--- src/rtl/imem_program_loader.sv ---
// imem_program_loader
// Streams a length-prefixed program image from a byte-wide valid/ready
// source into the instruction memory write port. The processor is held in
// reset until the whole image has been written, and is then released so it
// begins fetching at BASE_ADDR.
//
// Stream format: 16-bit word count N (low byte first), then 4*N instruction
// bytes, little-endian within each word.
//
// Ports:
//   clk          system clock, rising-edge
//   reset        asynchronous active-high reset
//   start        one-cycle pulse; begins a load from IDLE, DONE or ERROR
//   in_valid     source byte valid
//   in_byte      source byte
//   in_ready     loader accepts a byte this cycle (combinational from state)
//   mem_we       instruction memory write enable, one cycle per word
//   mem_addr     byte address of the word being written
//   mem_wdata    instruction word being written
//   cpu_reset    active-high reset to the processor
//   done         image loaded, processor released
//   error        length header exceeded DEPTH_WORDS
//   words_loaded words written in the current load
module imem_program_loader #(
    parameter int          DEPTH_WORDS = 64,
    parameter logic [63:0] BASE_ADDR   = 64'h0
) (
    input  logic        clk,
    input  logic        reset,
    input  logic        start,
    input  logic        in_valid,
    input  logic [7:0]  in_byte,
    output logic        in_ready,
    output logic        mem_we,
    output logic [63:0] mem_addr,
    output logic [31:0] mem_wdata,
    output logic        cpu_reset,
    output logic        done,
    output logic        error,
    output logic [15:0] words_loaded
);

    // Word index must be able to hold DEPTH_WORDS itself (the value it takes
    // right after the last write of a full-size image).
    localparam int          WIDX_W  = $clog2(DEPTH_WORDS + 1);
    localparam logic [15:0] DEPTH_N = 16'(DEPTH_WORDS);

    typedef enum logic [2:0] {
        S_IDLE,
        S_LEN_LO,
        S_LEN_HI,
        S_DATA,
        S_WRITE,
        S_DONE,
        S_ERROR
    } state_t;

    state_t              state;
    state_t              state_next;
    logic [7:0]          len_lo;
    logic [15:0]         len;
    logic [15:0]         len_full;
    logic [1:0]          byte_idx;
    logic [23:0]         asm_word;
    logic [WIDX_W-1:0]   word_idx;
    logic [WIDX_W-1:0]   widx_inc;

    // Full header as seen while the high byte is on the bus.
    assign len_full = {in_byte, len_lo};
    assign widx_inc = word_idx + WIDX_W'(1);

    // Next-state and handshake
    always_comb begin
        state_next = state;
        in_ready   = 1'b0;
        case (state)
            S_IDLE: begin
                if (start) state_next = S_LEN_LO;
            end
            S_LEN_LO: begin
                in_ready = 1'b1;
                if (in_valid) state_next = S_LEN_HI;
            end
            S_LEN_HI: begin
                in_ready = 1'b1;
                if (in_valid) begin
                    if (len_full > DEPTH_N)       state_next = S_ERROR;
                    else if (len_full == 16'd0)   state_next = S_DONE;
                    else                          state_next = S_DATA;
                end
            end
            S_DATA: begin
                in_ready = 1'b1;
                if (in_valid && byte_idx == 2'd3) state_next = S_WRITE;
            end
            S_WRITE: begin
                if (16'(widx_inc) == len) state_next = S_DONE;
                else                      state_next = S_DATA;
            end
            S_DONE, S_ERROR: begin
                if (start) state_next = S_LEN_LO;
            end
            default: state_next = S_IDLE;
        endcase
    end

    // State, datapath and registered outputs
    always_ff @(posedge clk or posedge reset) begin
        if (reset) begin
            state        <= S_IDLE;
            len_lo       <= 8'd0;
            len          <= 16'd0;
            byte_idx     <= 2'd0;
            asm_word     <= 24'd0;
            word_idx     <= '0;
            mem_we       <= 1'b0;
            mem_addr     <= 64'd0;
            mem_wdata    <= 32'd0;
            cpu_reset    <= 1'b1;
            done         <= 1'b0;
            error        <= 1'b0;
            words_loaded <= 16'd0;
        end else begin
            state     <= state_next;
            mem_we    <= 1'b0;
            // Status flags track the state being entered so they change on
            // the same edge as the state itself.
            done      <= (state_next == S_DONE);
            error     <= (state_next == S_ERROR);
            cpu_reset <= (state_next != S_DONE);

            case (state)
                S_IDLE, S_DONE, S_ERROR: begin
                    if (start) begin
                        words_loaded <= 16'd0;
                        word_idx     <= '0;
                        byte_idx     <= 2'd0;
                    end
                end
                S_LEN_LO: begin
                    if (in_valid) len_lo <= in_byte;
                end
                S_LEN_HI: begin
                    if (in_valid) begin
                        len          <= len_full;
                        byte_idx     <= 2'd0;
                        word_idx     <= '0;
                        words_loaded <= 16'd0;
                    end
                end
                S_DATA: begin
                    if (in_valid) begin
                        byte_idx <= byte_idx + 2'd1;
                        case (byte_idx)
                            2'd0: asm_word[7:0]   <= in_byte;
                            2'd1: asm_word[15:8]  <= in_byte;
                            2'd2: asm_word[23:16] <= in_byte;
                            default: begin
                                // Last byte goes straight into the write
                                // word so mem_we rises on this same edge.
                                mem_we    <= 1'b1;
                                mem_wdata <= {in_byte, asm_word};
                                mem_addr  <= BASE_ADDR + 64'({word_idx, 2'b00});
                            end
                        endcase
                    end
                end
                S_WRITE: begin
                    word_idx     <= widx_inc;
                    words_loaded <= words_loaded + 16'd1;
                end
                default: ;
            endcase
        end
    end

endmodule

--- config.mk ---
export PLATFORM = sky130hd
export DESIGN_NAME = imem_program_loader
export DESIGN_NICKNAME = d
export VERILOG_FILES = /design/src/rtl/imem_program_loader.sv
export SDC_FILE = /design/constraint.sdc
export NUM_CORES = 1
export LEC_CHECK = 0
export ABC_CLOCK_PERIOD_IN_PS = 10900
export CAP_MARGIN = 5
export CORE_MARGIN = 3
export CORE_UTILIZATION = 55
export DETAILED_ROUTE_END_ITERATION = 10
export GPL_TIMING_DRIVEN = 0
export PLACE_DENSITY = 0.95
export SYNTH_ARGS = -nofsm -noshare
export SYNTH_HDL_FRONTEND = slang
export SYNTH_SLANG_ARGS = --single-unit
--- constraint.sdc ---
create_clock -name clk -period 10.9 [get_ports clk]
set_clock_uncertainty 0.05 [all_clocks]
set_input_delay 1.09 -clock clk [delete_from_list [all_inputs] [get_ports clk]]
set_output_delay 1.09 -clock clk [all_outputs]
set_load 0.1 [all_outputs]
==> results of run 1 <==
## layer usage
| layer | share of wire | up-vias | GRT usage |
|---|---|---|---|
| met2 | 0.51 | 170 | 0.416 |
| met4 | 0.020 | 0 | 0.0812 |
| met5 | 0 | - | 0 |
| li1 | - | 1871 | - |
| met1 | 0.40 | 2017 | 0.290 |
| met3 | 0.069 | 24 | 0.0699 |
## power groups by stage
stage          registers, mW  logic [mW]  clock network (mW)
6_report               0.595       0.473               0.540
5_1_grt                0.605       0.508               0.569
3_3_place_gp           0.588       0.443                   0
2_1_floorplan          0.606       0.358                   0
4_1_cts                0.594       0.471               0.546
3_5_place_dp           0.597       0.462                   0
## through the flow
| stage | instance area [um2] | utilization | hold WS [ns] | power [mW] | std cells |
|---|---|---|---|---|---|
| floorplan | 5940 | - | 0.409 | 0.964 | 534 |
| global placement | 6820 | 0.685 | 0.418 | 1.03 | 738 |
| detailed placement | 6850 | 0.688 | 0.424 | 1.06 | 739 |
| CTS | 7430 | 0.746 | 0.446 | 1.61 | 771 |
| global route | 7430 | 0.746 | 0.462 | 1.68 | 771 |
| finish | 7430 | 0.746 | 0.444 | 1.61 | 771 |
## flip-flops by register name, indices dropped and copies added, names as in the netlist
name and cells:
asm_word 24, byte_idx 2, cpu_reset 1, done 1
error 1, len 16, len_lo 8, mem_addr 7
mem_wdata 32, mem_we 1, state 3, word_idx 7
words_loaded 16
## final cells by class
cell class,instances,area [um2]
plain buffers,77,531
clock buffers,22,453
clock inverters,10,121
fillers,602,2530
inverters,7,28.8
multi-input cells,331,2410
flip-flops and latches,119,2980
well taps,133,166
repair buffers,72,738
## worst max-delay path: cells and delay by family (launching register included)
family	cells	cell delay [ns]
buffers and inverters	2	1.44
AND/OR/NAND/NOR	2	0.21
flip-flops	1	0.45
## kinds of logic after synthesis
family | Yosys count
other | 1
flip-flops | 119
buffers and inverters | 84
AO/OA/AOI/OAI | 63
XOR/XNOR | 18
multiplexers | 88
AND/OR/NAND/NOR | 98
adder cells (fa/ha/maj) | 7
## worst paths after layout
check                                    from             to  slack [ns]
worst max-delay path                 state[1]       in_ready        7.15
worst min-delay path            mem_wdata[23]  mem_wdata[23]        0.44
worst max register to register    word_idx[0]      cpu_reset        8.55
worst min register to register  mem_wdata[23]  mem_wdata[23]        0.44
max in group asynchronous               reset        len[11]        9.04
min in group asynchronous               reset    byte_idx[0]        1.04
## cells in the final DEF, fill, tap and decap left out, types with 5 or more instances in the layout
cell / n
sky130_fd_sc_hd__buf_4: 59
sky130_fd_sc_hd__ha_1: 6
sky130_fd_sc_hd__mux2_1: 8
sky130_fd_sc_hd__mux2_2: 79
sky130_fd_sc_hd__clkbuf_16: 16
sky130_fd_sc_hd__nand3_1: 10
sky130_fd_sc_hd__or4_1: 5
sky130_fd_sc_hd__o31ai_1: 6
sky130_fd_sc_hd__xnor2_1: 14
sky130_fd_sc_hd__clkbuf_1: 8
sky130_fd_sc_hd__clkdlybuf4s50_1: 71
sky130_fd_sc_hd__nand2_1: 16
sky130_fd_sc_hd__conb_1: 57
sky130_fd_sc_hd__a211oi_1: 5
sky130_fd_sc_hd__nand2b_1: 7
sky130_fd_sc_hd__nor2_1: 22
sky130_fd_sc_hd__o21ai_1: 8
sky130_fd_sc_hd__nand4_1: 7
sky130_fd_sc_hd__a21oi_1: 14
sky130_fd_sc_hd__buf_2: 10
sky130_fd_sc_hd__o21ai_0: 9
sky130_fd_sc_hd__inv_1: 5
sky130_fd_sc_hd__dfrtp_1: 118
sky130_fd_sc_hd__and3_1: 7
sky130_fd_sc_hd__nor3_1: 5
==> impl_metrics.xml, run 1 <==
<?xml version="1.0" encoding="UTF-8"?>
<metrics>
  <group name="status">
    <metric name="status" unit="">finished clean</metric>
  </group>
  <group name="synth">
    <metric name="synth-warning-count" unit="">0</metric>
    <metric name="synthXorXnorAreaFrac" unit="">0.0288</metric>
    <metric name="synth_largest_area_cell" unit="">sky130_fd_sc_hd__dfrtp_1</metric>
    <metric name="synth_area_per_cell" unit="um2">12.0</metric>
    <metric name="synth-main-ff-cell" unit="">sky130_fd_sc_hd__dfrtp_1</metric>
    <metric name="synth_simple_gate_area_frac" unit="">0.0934</metric>
    <metric name="synth.top_cell.area_share" unit="">0.515</metric>
    <metric name="synth-compound-area-share" unit="">0.0714</metric>
    <metric name="synthArstFlopShare" unit="">1.00</metric>
    <metric name="synth_top_family_by_area" unit="">multiplexers</metric>
    <metric name="ys_seq_elements" unit="">119</metric>
    <metric name="synthesis.area" unit="um2">5730</metric>
    <metric name="synth.area.top_cells" unit="">sky130_fd_sc_hd__dfrtp_1 51%, sky130_fd_sc_hd__mux2_2 16%, sky130_fd_sc_hd__buf_4 7.7%</metric>
    <metric name="number_of_enable_flip_flop_cells_after_synthesis" unit="">0</metric>
    <metric name="synth_cells" unit="">478</metric>
    <metric name="yosysMostFrequentCell" unit="">sky130_fd_sc_hd__dfrtp_1</metric>
    <metric name="yosysSeqAreaShare" unit="">0.520</metric>
    <metric name="synth_mux_area_frac" unit="">0.173</metric>
    <metric name="yosysUniqueCellTypes" unit="">56</metric>
    <metric name="synth-adder-area-share" unit="">0.0166</metric>
    <metric name="synth_commonest_cells" unit="">118 x sky130_fd_sc_hd__dfrtp_1, 79 x sky130_fd_sc_hd__mux2_2, 59 x sky130_fd_sc_hd__buf_4, 22 x sky130_fd_sc_hd__nor2_1, 16 x sky130_fd_sc_hd__nand2_1</metric>
  </group>
  <group name="power_and_ir_drop">
    <metric name="clock_power_share" unit="">0.336</metric>
    <metric name="internal-power" unit="mW">1.04</metric>
    <metric name="switching_share" unit="">0.355</metric>
    <metric name="power.density" unit="nW/um2">216</metric>
    <metric name="ir_worst_vdd" unit="uV">124</metric>
    <metric name="power_frac_seq" unit="">0.370</metric>
    <metric name="p_leak" unit="nW">3.52</metric>
    <metric name="share_comb_of_total_power" unit="">0.294</metric>
    <metric name="power.switching" unit="uW">571</metric>
  </group>
  <group name="global_route">
    <metric name="grt_pass1_vias" unit="">4198</metric>
    <metric name="grt_pass1_wl" unit="mm">21.7</metric>
    <metric name="globalRouteTotalUtil" unit="">0.241</metric>
    <metric name="number_of_antenna_violations_at_the_first_check_in_global_routing" unit="">0</metric>
    <metric name="grt_overflow" unit="">0</metric>
    <metric name="grt_start_max_net_pins" unit="">62</metric>
  </group>
  <group name="clock_network">
    <metric name="cts_post_setup_buffers_inserted" unit="">0</metric>
    <metric name="cts-htree-levels" unit="">4</metric>
    <metric name="clk_root_buffer_cell" unit="">sky130_fd_sc_hd__clkbuf_8</metric>
    <metric name="post_cts_resize_count" unit="">0</metric>
    <metric name="worst_skew_pair.late_latency" unit="ns">0.52</metric>
    <metric name="number_of_buffers_created_by_cts" unit="">17</metric>
    <metric name="cts_max_path_buffers" unit="">2</metric>
    <metric name="path_clk_slew" unit="ns">0.06</metric>
    <metric name="clock_tree_from_tritoncts" unit="">built</metric>
    <metric name="cts_sinks" unit="">119</metric>
    <metric name="postCtsHoldBufs" unit="">0</metric>
  </group>
  <group name="sta">
    <metric name="finalSetupViolations" unit="">0</metric>
    <metric name="measured_slew_at_the_worst_slew_check_pin" unit="ns">1.03</metric>
    <metric name="postLayoutSetupSlackWorst" unit="ns">7.15</metric>
    <metric name="setup_repair_after_global_routing_missed_its_margin" unit="">false</metric>
    <metric name="relSlewSlack" unit="">0.311</metric>
    <metric name="fmax" unit="MHz">266</metric>
    <metric name="setup-tns-final" unit="ns">0</metric>
    <metric name="maxSlewViolCount" unit="">0</metric>
    <metric name="hold_violations" unit="">0</metric>
    <metric name="period_share" unit="">0.344</metric>
    <metric name="timing.final.crit_period" unit="ns">3.75</metric>
  </group>
  <group name="die">
    <metric name="chipWidth" unit="um">108</metric>
    <metric name="placeableCoreArea" unit="um2">9950</metric>
    <metric name="floorplan.rows" unit="">36</metric>
    <metric name="vert_die_dim" unit="um">108</metric>
    <metric name="die_area" unit="um2">11700</metric>
    <metric name="io_pins" unit="">129</metric>
    <metric name="initial_utilization" unit="">0.576</metric>
  </group>
  <group name="critical_path">
    <metric name="worst_ep_arrival_time" unit="ns">2.61</metric>
    <metric name="crit_top_cell" unit="">sky130_fd_sc_hd__nor2_1</metric>
    <metric name="criticalPathCategory" unit="">reg -&gt; out</metric>
    <metric name="endpoint_kind" unit="">output pin</metric>
    <metric name="timing.reg2reg.worst_path_depth" unit="">6</metric>
    <metric name="timing.critical_path.fanout_max" unit="">10</metric>
    <metric name="path_cells" unit="">buf_2 &gt; nor2_1 &gt; nor2_1 &gt; clkdlybuf4s50_1</metric>
    <metric name="cpMaxStageDelayCell" unit="">sky130_fd_sc_hd__clkdlybuf4s50_1</metric>
    <metric name="cp_data_required_time" unit="ns">9.76</metric>
    <metric name="startpoint_type" unit="">flop</metric>
    <metric name="crit_path_max_incr_delay" unit="ns">1.18</metric>
  </group>
  <group name="detailed_routing">
    <metric name="final_antenna_net_count" unit="">0</metric>
    <metric name="routed_wire_length_per_instance" unit="um">17.4</metric>
    <metric name="route.vias.total" unit="">4082</metric>
    <metric name="drt_first_pass_iters" unit="">5</metric>
    <metric name="routed_wirelength" unit="mm">13.4</metric>
    <metric name="detailedRoute.firstIterationViolations" unit="">205</metric>
    <metric name="via_per_inst" unit="">5.29</metric>
    <metric name="remaining_drc_errors" unit="">0</metric>
  </group>
  <group name="place">
    <metric name="post-place-ws" unit="ns">7.55</metric>
    <metric name="place.gp.congestion" unit="">0.830</metric>
    <metric name="dpl.hpwl" unit="mm">8.80</metric>
    <metric name="port_buffers" unit="">71</metric>
  </group>
  <group name="finish">
    <metric name="area_growth" unit="%">29.5</metric>
    <metric name="antennaDiodeCount" unit="">0</metric>
    <metric name="final_layout_size_suffix_gt1_frac" unit="">0.296</metric>
    <metric name="fin_nets" unit="">644</metric>
  </group>
  <group name="hold_path">
    <metric name="hold_path_class" unit="">reg -&gt; reg</metric>
    <metric name="hold-path-cell-count" unit="">1</metric>
  </group>
  <group name="job">
    <metric name="drv_cap" unit="">0</metric>
  </group>
</metrics>
Power figures use the tool's default switching activity.
==> run 2, diff against run 1 <==
==> config.mk (replaced) <==
export PLATFORM = sky130hd
export DESIGN_NAME = imem_program_loader
export DESIGN_NICKNAME = d
export VERILOG_FILES = /design/src/rtl/imem_program_loader.sv
export SDC_FILE = /design/constraint.sdc
export NUM_CORES = 1
export LEC_CHECK = 0
export ABC_CLOCK_PERIOD_IN_PS = 3900
export CAP_MARGIN = 5
export CORE_MARGIN = 3
export CORE_UTILIZATION = 51
export DETAILED_ROUTE_END_ITERATION = 10
export GPL_TIMING_DRIVEN = 0
export PLACE_DENSITY = 0.9
export SYNTH_ARGS = -nofsm -noshare
export SYNTH_HDL_FRONTEND = slang
export SYNTH_SLANG_ARGS = --single-unit
==> constraint.sdc (replaced) <==
create_clock -name clk -period 3.9 [get_ports clk]
set_clock_uncertainty 0.05 [all_clocks]
set_input_delay 0.39 -clock clk [delete_from_list [all_inputs] [get_ports clk]]
set_output_delay 0.39 -clock clk [all_outputs]
set_load 0.1 [all_outputs]
==> run 2 against run 1 <==
- sequential power increased to 2.8 times the previous value
- final cell count increased by 0.91%
- register-to-register slack got worse by 7.0 ns
- worst hold slack got worse by 0.070 ns
- largest cell class unchanged
- cell area increased by 0.45%
- clock power increased to 2.9 times the previous value
==> impl_metrics.xml, run 2 (synthesis results as in run 1) <==
<?xml version="1.0" encoding="UTF-8"?>
<metrics>
  <group name="status">
    <metric name="status" unit="">finished clean</metric>
  </group>
  <group name="place">
    <metric name="placedInstanceArea" unit="um2">6860</metric>
    <metric name="post-place-ws" unit="ns">1.16</metric>
    <metric name="dpl.hpwl" unit="mm">8.66</metric>
    <metric name="place.gp.congestion" unit="">0.880</metric>
    <metric name="port_buffers" unit="">71</metric>
    <metric name="placed_cells_incl_taps" unit="">746</metric>
  </group>
  <group name="sta">
    <metric name="postLayoutSetupSlackWorst" unit="ns">0.940</metric>
    <metric name="period_share" unit="">0.759</metric>
    <metric name="maxSlewViolCount" unit="">0</metric>
    <metric name="measured_slew_at_the_worst_slew_check_pin" unit="ns">1.01</metric>
    <metric name="relSlewSlack" unit="">0.326</metric>
    <metric name="fmax" unit="MHz">338</metric>
    <metric name="timing.final.crit_period" unit="ns">2.96</metric>
    <metric name="setup-tns-final" unit="ns">0</metric>
    <metric name="final_hold_slack" unit="ns">0.374</metric>
    <metric name="hold_violations" unit="">0</metric>
    <metric name="setup_repair_after_global_routing_missed_its_margin" unit="">false</metric>
    <metric name="finalSetupViolations" unit="">0</metric>
  </group>
  <group name="hold_path">
    <metric name="hold_path_class" unit="">in -&gt; async</metric>
  </group>
  <group name="detailed_routing">
    <metric name="routed_wire_length_per_instance" unit="um">16.2</metric>
    <metric name="drt_first_pass_iters" unit="">5</metric>
    <metric name="remaining_drc_errors" unit="">0</metric>
    <metric name="route.vias.total" unit="">4031</metric>
    <metric name="detailedRoute.firstIterationViolations" unit="">178</metric>
    <metric name="final_antenna_net_count" unit="">0</metric>
    <metric name="routed_wirelength" unit="mm">12.6</metric>
    <metric name="via_per_inst" unit="">5.18</metric>
  </group>
  <group name="critical_path">
    <metric name="criticalPathCategory" unit="">reg -&gt; out</metric>
    <metric name="startpoint_type" unit="">flop</metric>
    <metric name="timing.critical_path.fanout_max" unit="">10</metric>
    <metric name="worst_ep_arrival_time" unit="ns">2.52</metric>
    <metric name="timing.reg2reg.worst_path_depth" unit="">5</metric>
    <metric name="reg2reg_to" unit="">mem_wdata[9]</metric>
    <metric name="regToRegStartpoint" unit="">state[1]</metric>
    <metric name="reg2reg_setup_slack" unit="ns">1.56</metric>
    <metric name="endpoint_kind" unit="">output pin</metric>
    <metric name="cp_data_required_time" unit="ns">3.46</metric>
  </group>
  <group name="die">
    <metric name="vert_die_dim" unit="um">112</metric>
    <metric name="floorplan.rows" unit="">38</metric>
    <metric name="die_area" unit="um2">12600</metric>
    <metric name="io_pins" unit="">129</metric>
    <metric name="placeableCoreArea" unit="um2">10900</metric>
    <metric name="chipWidth" unit="um">112</metric>
    <metric name="initial_utilization" unit="">0.524</metric>
  </group>
  <group name="finish">
    <metric name="final_common_cell" unit="">sky130_fd_sc_hd__dfrtp_1</metric>
    <metric name="final_cell_mix" unit="">118 x sky130_fd_sc_hd__dfrtp_1, 79 x sky130_fd_sc_hd__mux2_2, 71 x sky130_fd_sc_hd__clkdlybuf4s50_1, 59 x sky130_fd_sc_hd__buf_4, 57 x sky130_fd_sc_hd__conb_1</metric>
    <metric name="max_flop_register" unit="">mem_wdata</metric>
    <metric name="fin_area" unit="um2">7460</metric>
    <metric name="stdcell_count" unit="">778</metric>
    <metric name="area_growth" unit="%">30.1</metric>
    <metric name="registers_with_the_highest_flip_flop_counts" unit="">mem_wdata x32, asm_word x24</metric>
    <metric name="final_layout_size_suffix_gt1_frac" unit="">0.298</metric>
    <metric name="largest_reg_flops" unit="">32</metric>
    <metric name="fin_nets" unit="">644</metric>
    <metric name="antennaDiodeCount" unit="">0</metric>
  </group>
  <group name="clock_network">
    <metric name="cts_max_path_buffers" unit="">2</metric>
    <metric name="clock_tree_from_tritoncts" unit="">built</metric>
    <metric name="path_clk_slew" unit="ns">0.05</metric>
    <metric name="clk_root_buffer_cell" unit="">sky130_fd_sc_hd__clkbuf_16</metric>
    <metric name="cts-htree-levels" unit="">4</metric>
    <metric name="post_cts_resize_count" unit="">0</metric>
    <metric name="number_of_buffers_created_by_cts" unit="">17</metric>
    <metric name="cts_sinks" unit="">119</metric>
    <metric name="cts_post_setup_buffers_inserted" unit="">0</metric>
    <metric name="postCtsHoldBufs" unit="">0</metric>
    <metric name="worst_skew_pair.late_latency" unit="ns">0.41</metric>
  </group>
  <group name="power_and_ir_drop">
    <metric name="p_leak" unit="nW">3.53</metric>
    <metric name="ir_worst_vdd" unit="uV">400</metric>
    <metric name="power.density" unit="nW/um2">607</metric>
  </group>
  <group name="global_route">
    <metric name="grt_pass1_vias" unit="">4056</metric>
    <metric name="grt_overflow" unit="">0</metric>
    <metric name="grt_pass1_wl" unit="mm">20.6</metric>
    <metric name="globalRouteTotalUtil" unit="">0.208</metric>
    <metric name="number_of_antenna_violations_at_the_first_check_in_global_routing" unit="">0</metric>
    <metric name="grt_start_max_net_pins" unit="">74</metric>
  </group>
  <group name="job">
    <metric name="drv_cap" unit="">0</metric>
  </group>
</metrics>
==> run 2: layout make-up <==
type / count / area (um2)
fillers: 760 / 3480
plain buffers: 77 / 531
well taps: 140 / 175
inverters: 7 / 28.8
repair buffers: 72 / 738
multi-input cells: 331 / 2410
clock inverters: 12 / 153
flip-flops and latches: 119 / 2980
clock buffers: 20 / 447
==> run 2: routing by layer <==
| layer | wire length [um] | up-vias | global-route usage |
|---|---|---|---|
| li1 | - | 1871 | - |
| met3 | 1010 | 30 | 0.0679 |
| met4 | 244 | 0 | 0.0841 |
| met1 | 5030 | 1953 | 0.248 |
| met2 | 6350 | 177 | 0.351 |
| met5 | 0 | - | 0 |
==> run 2: report_power, final <==
group / switching (mW) / internal, mW
sequential: 0.180 / 1.48
clock: 0.541 / 1.02
combinational: 0.837 / 0.471
==> run 2: worst max path at each step <==
stage                     startpoint  slack [ns]  cells after the start            end
after global placement         reset       -1.15                      2  mem_wdata[17]
after CTS                   state[1]        0.94                      4       in_ready
final                       state[1]        0.94                      4       in_ready
after detailed placement  in_byte[0]        1.16                      6      cpu_reset
after floorplan                reset        0.30                      1    asm_word[0]
after global routing        state[1]        0.81                      4       in_ready
==> run 2: metrics by stage <==
step	utilization	total power, mW
global route	0.682	4.73
floorplan	-	2.69
CTS	0.682	4.54
finish	0.682	4.53
detailed placement	0.627	2.96
global placement	0.625	2.88
==> run 2: critical path: stages, from the launching register on <==
cell	delay [ns]
sky130_fd_sc_hd__dfrtp_1	0.45
sky130_fd_sc_hd__buf_2	0.26
sky130_fd_sc_hd__nor2_1	0.06
sky130_fd_sc_hd__nor2_1	0.15
sky130_fd_sc_hd__clkdlybuf4s50_1	1.18
==> run 3, diff against run 2 <==
--- a/config.mk
+++ b/config.mk
@@ -5,7 +5,7 @@
 export SDC_FILE = /design/constraint.sdc
 export NUM_CORES = 1
 export LEC_CHECK = 0
-export ABC_CLOCK_PERIOD_IN_PS = 3900
+export ABC_CLOCK_PERIOD_IN_PS = 3000
 export CAP_MARGIN = 5
 export CORE_MARGIN = 3
 export CORE_UTILIZATION = 51
==> constraint.sdc (replaced) <==
create_clock -name clk -period 3 [get_ports clk]
set_clock_uncertainty 0.05 [all_clocks]
set_input_delay 0.3 -clock clk [delete_from_list [all_inputs] [get_ports clk]]
set_output_delay 0.3 -clock clk [all_outputs]
set_load 0.1 [all_outputs]
==> run 3 against run 2 <==
- worst setup slack got worse by 0.47 ns
- cell area is 0.34% higher
- clock power rose by 32%
- worst hold slack got worse by 0.065 ns
- flip-flop and latch count stayed put
- critical path type unchanged
==> impl_metrics.xml, run 3 (synthesis results as in run 1) <==
<?xml version="1.0" encoding="UTF-8"?>
<metrics>
  <group name="clock_network">
    <metric name="cts_sinks" unit="">119</metric>
    <metric name="worst_skew_pair.late_latency" unit="ns">0.41</metric>
    <metric name="path_clk_slew" unit="ns">0.05</metric>
    <metric name="cts-htree-levels" unit="">4</metric>
    <metric name="clk_root_buffer_cell" unit="">sky130_fd_sc_hd__clkbuf_16</metric>
    <metric name="clock_tree_from_tritoncts" unit="">built</metric>
    <metric name="number_of_buffers_created_by_cts" unit="">17</metric>
    <metric name="cts_max_path_buffers" unit="">2</metric>
    <metric name="cts_post_setup_buffers_inserted" unit="">0</metric>
  </group>
  <group name="critical_path">
    <metric name="worst_ep_arrival_time" unit="ns">2.18</metric>
    <metric name="setup.worst_path.start" unit="">state[1]</metric>
    <metric name="timing.critical_path.fanout_max" unit="">10</metric>
    <metric name="endpoint_kind" unit="">output pin</metric>
    <metric name="criticalPathCategory" unit="">reg -&gt; out</metric>
    <metric name="startpoint_type" unit="">flop</metric>
    <metric name="timing.reg2reg.worst_path_depth" unit="">5</metric>
    <metric name="termination_of_the_worst_setup_path" unit="">in_ready</metric>
    <metric name="reg2reg_setup_slack" unit="ns">0.66</metric>
    <metric name="regToRegStartpoint" unit="">state[1]</metric>
    <metric name="reg2reg_to" unit="">mem_addr[3]</metric>
    <metric name="cp_data_required_time" unit="ns">2.65</metric>
  </group>
  <group name="place">
    <metric name="dpl.hpwl" unit="mm">8.66</metric>
    <metric name="port_buffers" unit="">71</metric>
    <metric name="placedInstanceArea" unit="um2">6870</metric>
    <metric name="place.gp.congestion" unit="">0.842</metric>
  </group>
  <group name="detailed_routing">
    <metric name="via_per_inst" unit="">5.28</metric>
    <metric name="final_antenna_net_count" unit="">0</metric>
    <metric name="routed_wire_length_per_instance" unit="um">16.2</metric>
    <metric name="route.vias.total" unit="">4110</metric>
    <metric name="drt_first_pass_iters" unit="">5</metric>
    <metric name="detailedRoute.firstIterationViolations" unit="">191</metric>
    <metric name="remaining_drc_errors" unit="">0</metric>
    <metric name="routed_wirelength" unit="mm">12.6</metric>
  </group>
  <group name="power_and_ir_drop">
    <metric name="clock_power_share" unit="">0.348</metric>
    <metric name="share_comb_of_total_power" unit="">0.287</metric>
    <metric name="p_leak" unit="nW">3.56</metric>
    <metric name="switching_share" unit="">0.337</metric>
    <metric name="power_frac_seq" unit="">0.365</metric>
    <metric name="power.density" unit="nW/um2">790</metric>
    <metric name="internal-power" unit="mW">3.92</metric>
    <metric name="ir_worst_vdd" unit="uV">594</metric>
    <metric name="power.switching" unit="mW">1.99</metric>
  </group>
  <group name="global_route">
    <metric name="grt_pass1_wl" unit="mm">20.6</metric>
    <metric name="grt_pass1_vias" unit="">4113</metric>
    <metric name="grt_start_max_net_pins" unit="">47</metric>
    <metric name="grt_overflow" unit="">0</metric>
    <metric name="number_of_antenna_violations_at_the_first_check_in_global_routing" unit="">0</metric>
    <metric name="globalRouteTotalUtil" unit="">0.206</metric>
  </group>
  <group name="die">
    <metric name="vert_die_dim" unit="um">112</metric>
    <metric name="initial_utilization" unit="">0.524</metric>
    <metric name="die_area" unit="um2">12600</metric>
    <metric name="io_pins" unit="">129</metric>
    <metric name="chipWidth" unit="um">112</metric>
    <metric name="floorplan.rows" unit="">38</metric>
    <metric name="placeableCoreArea" unit="um2">10900</metric>
  </group>
  <group name="sta">
    <metric name="measured_slew_at_the_worst_slew_check_pin" unit="ns">1.02</metric>
    <metric name="period_share" unit="">0.844</metric>
    <metric name="setup-tns-final" unit="ns">0</metric>
    <metric name="hold_violations" unit="">0</metric>
    <metric name="finalSetupViolations" unit="">0</metric>
    <metric name="setup_repair_after_global_routing_missed_its_margin" unit="">false</metric>
    <metric name="timing.final.crit_period" unit="ns">2.53</metric>
    <metric name="relSlewSlack" unit="">0.319</metric>
    <metric name="fmax" unit="MHz">395</metric>
    <metric name="maxSlewViolCount" unit="">0</metric>
  </group>
  <group name="finish">
    <metric name="area_growth" unit="%">30.5</metric>
    <metric name="fin_area" unit="um2">7480</metric>
    <metric name="largest_reg_flops" unit="">32</metric>
    <metric name="final_common_cell" unit="">sky130_fd_sc_hd__dfrtp_1</metric>
    <metric name="max_flop_register" unit="">mem_wdata</metric>
    <metric name="antennaDiodeCount" unit="">0</metric>
    <metric name="fin_nets" unit="">645</metric>
    <metric name="final_layout_size_suffix_gt1_frac" unit="">0.298</metric>
    <metric name="registers_with_the_highest_flip_flop_counts" unit="">mem_wdata x32, asm_word x24</metric>
    <metric name="final_cell_mix" unit="">118 x sky130_fd_sc_hd__dfrtp_1, 79 x sky130_fd_sc_hd__mux2_2, 70 x sky130_fd_sc_hd__clkdlybuf4s50_1, 59 x sky130_fd_sc_hd__buf_4, 57 x sky130_fd_sc_hd__conb_1</metric>
  </group>
  <group name="job">
    <metric name="drv_cap" unit="">0</metric>
  </group>
  <group name="status">
    <metric name="status" unit="">finished clean</metric>
  </group>
  <group name="hold_path">
    <metric name="hold_path_class" unit="">in -&gt; async</metric>
  </group>
</metrics>
[run 3: cell count changes in the layout (fill, tap and decap cells not counted)]
cell,change
sky130_fd_sc_hd__clkbuf_8,+3
sky130_fd_sc_hd__buf_12,+2
sky130_fd_sc_hd__clkinv_4,-2
sky130_fd_sc_hd__buf_16,-1
sky130_fd_sc_hd__clkdlybuf4s50_1,-1
sky130_fd_sc_hd__clkinvlp_4,-1
sky130_fd_sc_hd__dlymetal6s2s_1,+1
sky130_fd_sc_hd__inv_4,-1
[run 3: worst max-delay path, cell delays in order, from the launching register on]
cell,delay [ns]
sky130_fd_sc_hd__dfrtp_1,0.46
sky130_fd_sc_hd__buf_2,0.26
sky130_fd_sc_hd__nor2_1,0.06
sky130_fd_sc_hd__nor2_1,0.19
sky130_fd_sc_hd__dlymetal6s2s_1,0.79
[run 3: power by group through the flow]
stage	logic [mW]	clock network, mW	registers, mW
2_1_floorplan	1.30	0	2.20
3_3_place_gp	1.61	0	2.14
3_5_place_dp	1.68	0	2.17
4_1_cts	1.70	2.08	2.15
5_1_grt	1.81	2.16	2.20
6_report	1.70	2.06	2.16
[run 3: cell type report]
| class | instances | area (um2) |
|---|---|---|
| Fill cell | 746 | 3450 |
| Sequential cell | 119 | 2980 |
| Multi-Input combinational cell | 331 | 2410 |
| Timing Repair Buffer | 73 | 753 |
| Buffer | 77 | 531 |
| Clock buffer | 23 | 488 |
| Tap cell | 140 | 175 |
| Clock inverter | 8 | 120 |
| Inverter | 7 | 30.0 |
[run 3: what timing repair did]
item                       4_1_cts  5_1_grt
setup endpoints to repair        0        1
hold buffers                     0        0
resized for setup                0        1
[run 3: how the worst min path moves through the flow]
stage	slack (ns)	from	endpoint
floorplan	0.40	in_byte[0]	asm_word[0]
global placement	0.42	mem_wdata[7]	mem_wdata[7]
detailed placement	0.43	mem_wdata[21]	mem_wdata[21]
CTS	0.32	reset	state[0]
global route	0.36	reset	error
finish	0.31	reset	error
[run 3: stage by stage]
stage | total power, mW | utilization | worst slack (ns) | hold slack [ns] | instances
2_1_floorplan | 3.50 | - | 0.244 | 0.401 | 534
3_3_place_gp | 3.74 | 0.625 | 0.184 | 0.418 | 745
3_5_place_dp | 3.85 | 0.629 | 0.412 | 0.429 | 747
4_1_cts | 5.93 | 0.684 | 0.0838 | 0.324 | 778
5_1_grt | 6.17 | 0.684 | 0.362 | 0.362 | 778
6_report | 5.91 | 0.684 | 0.469 | 0.310 | 778
[run 3: per-layer routing]
metal	up-vias	share of wire	track usage
met5	-	0	0
li1	1869	-	-
met4	0	0.016	0.0641
met3	25	0.077	0.0625
met2	191	0.50	0.356
met1	2025	0.40	0.251
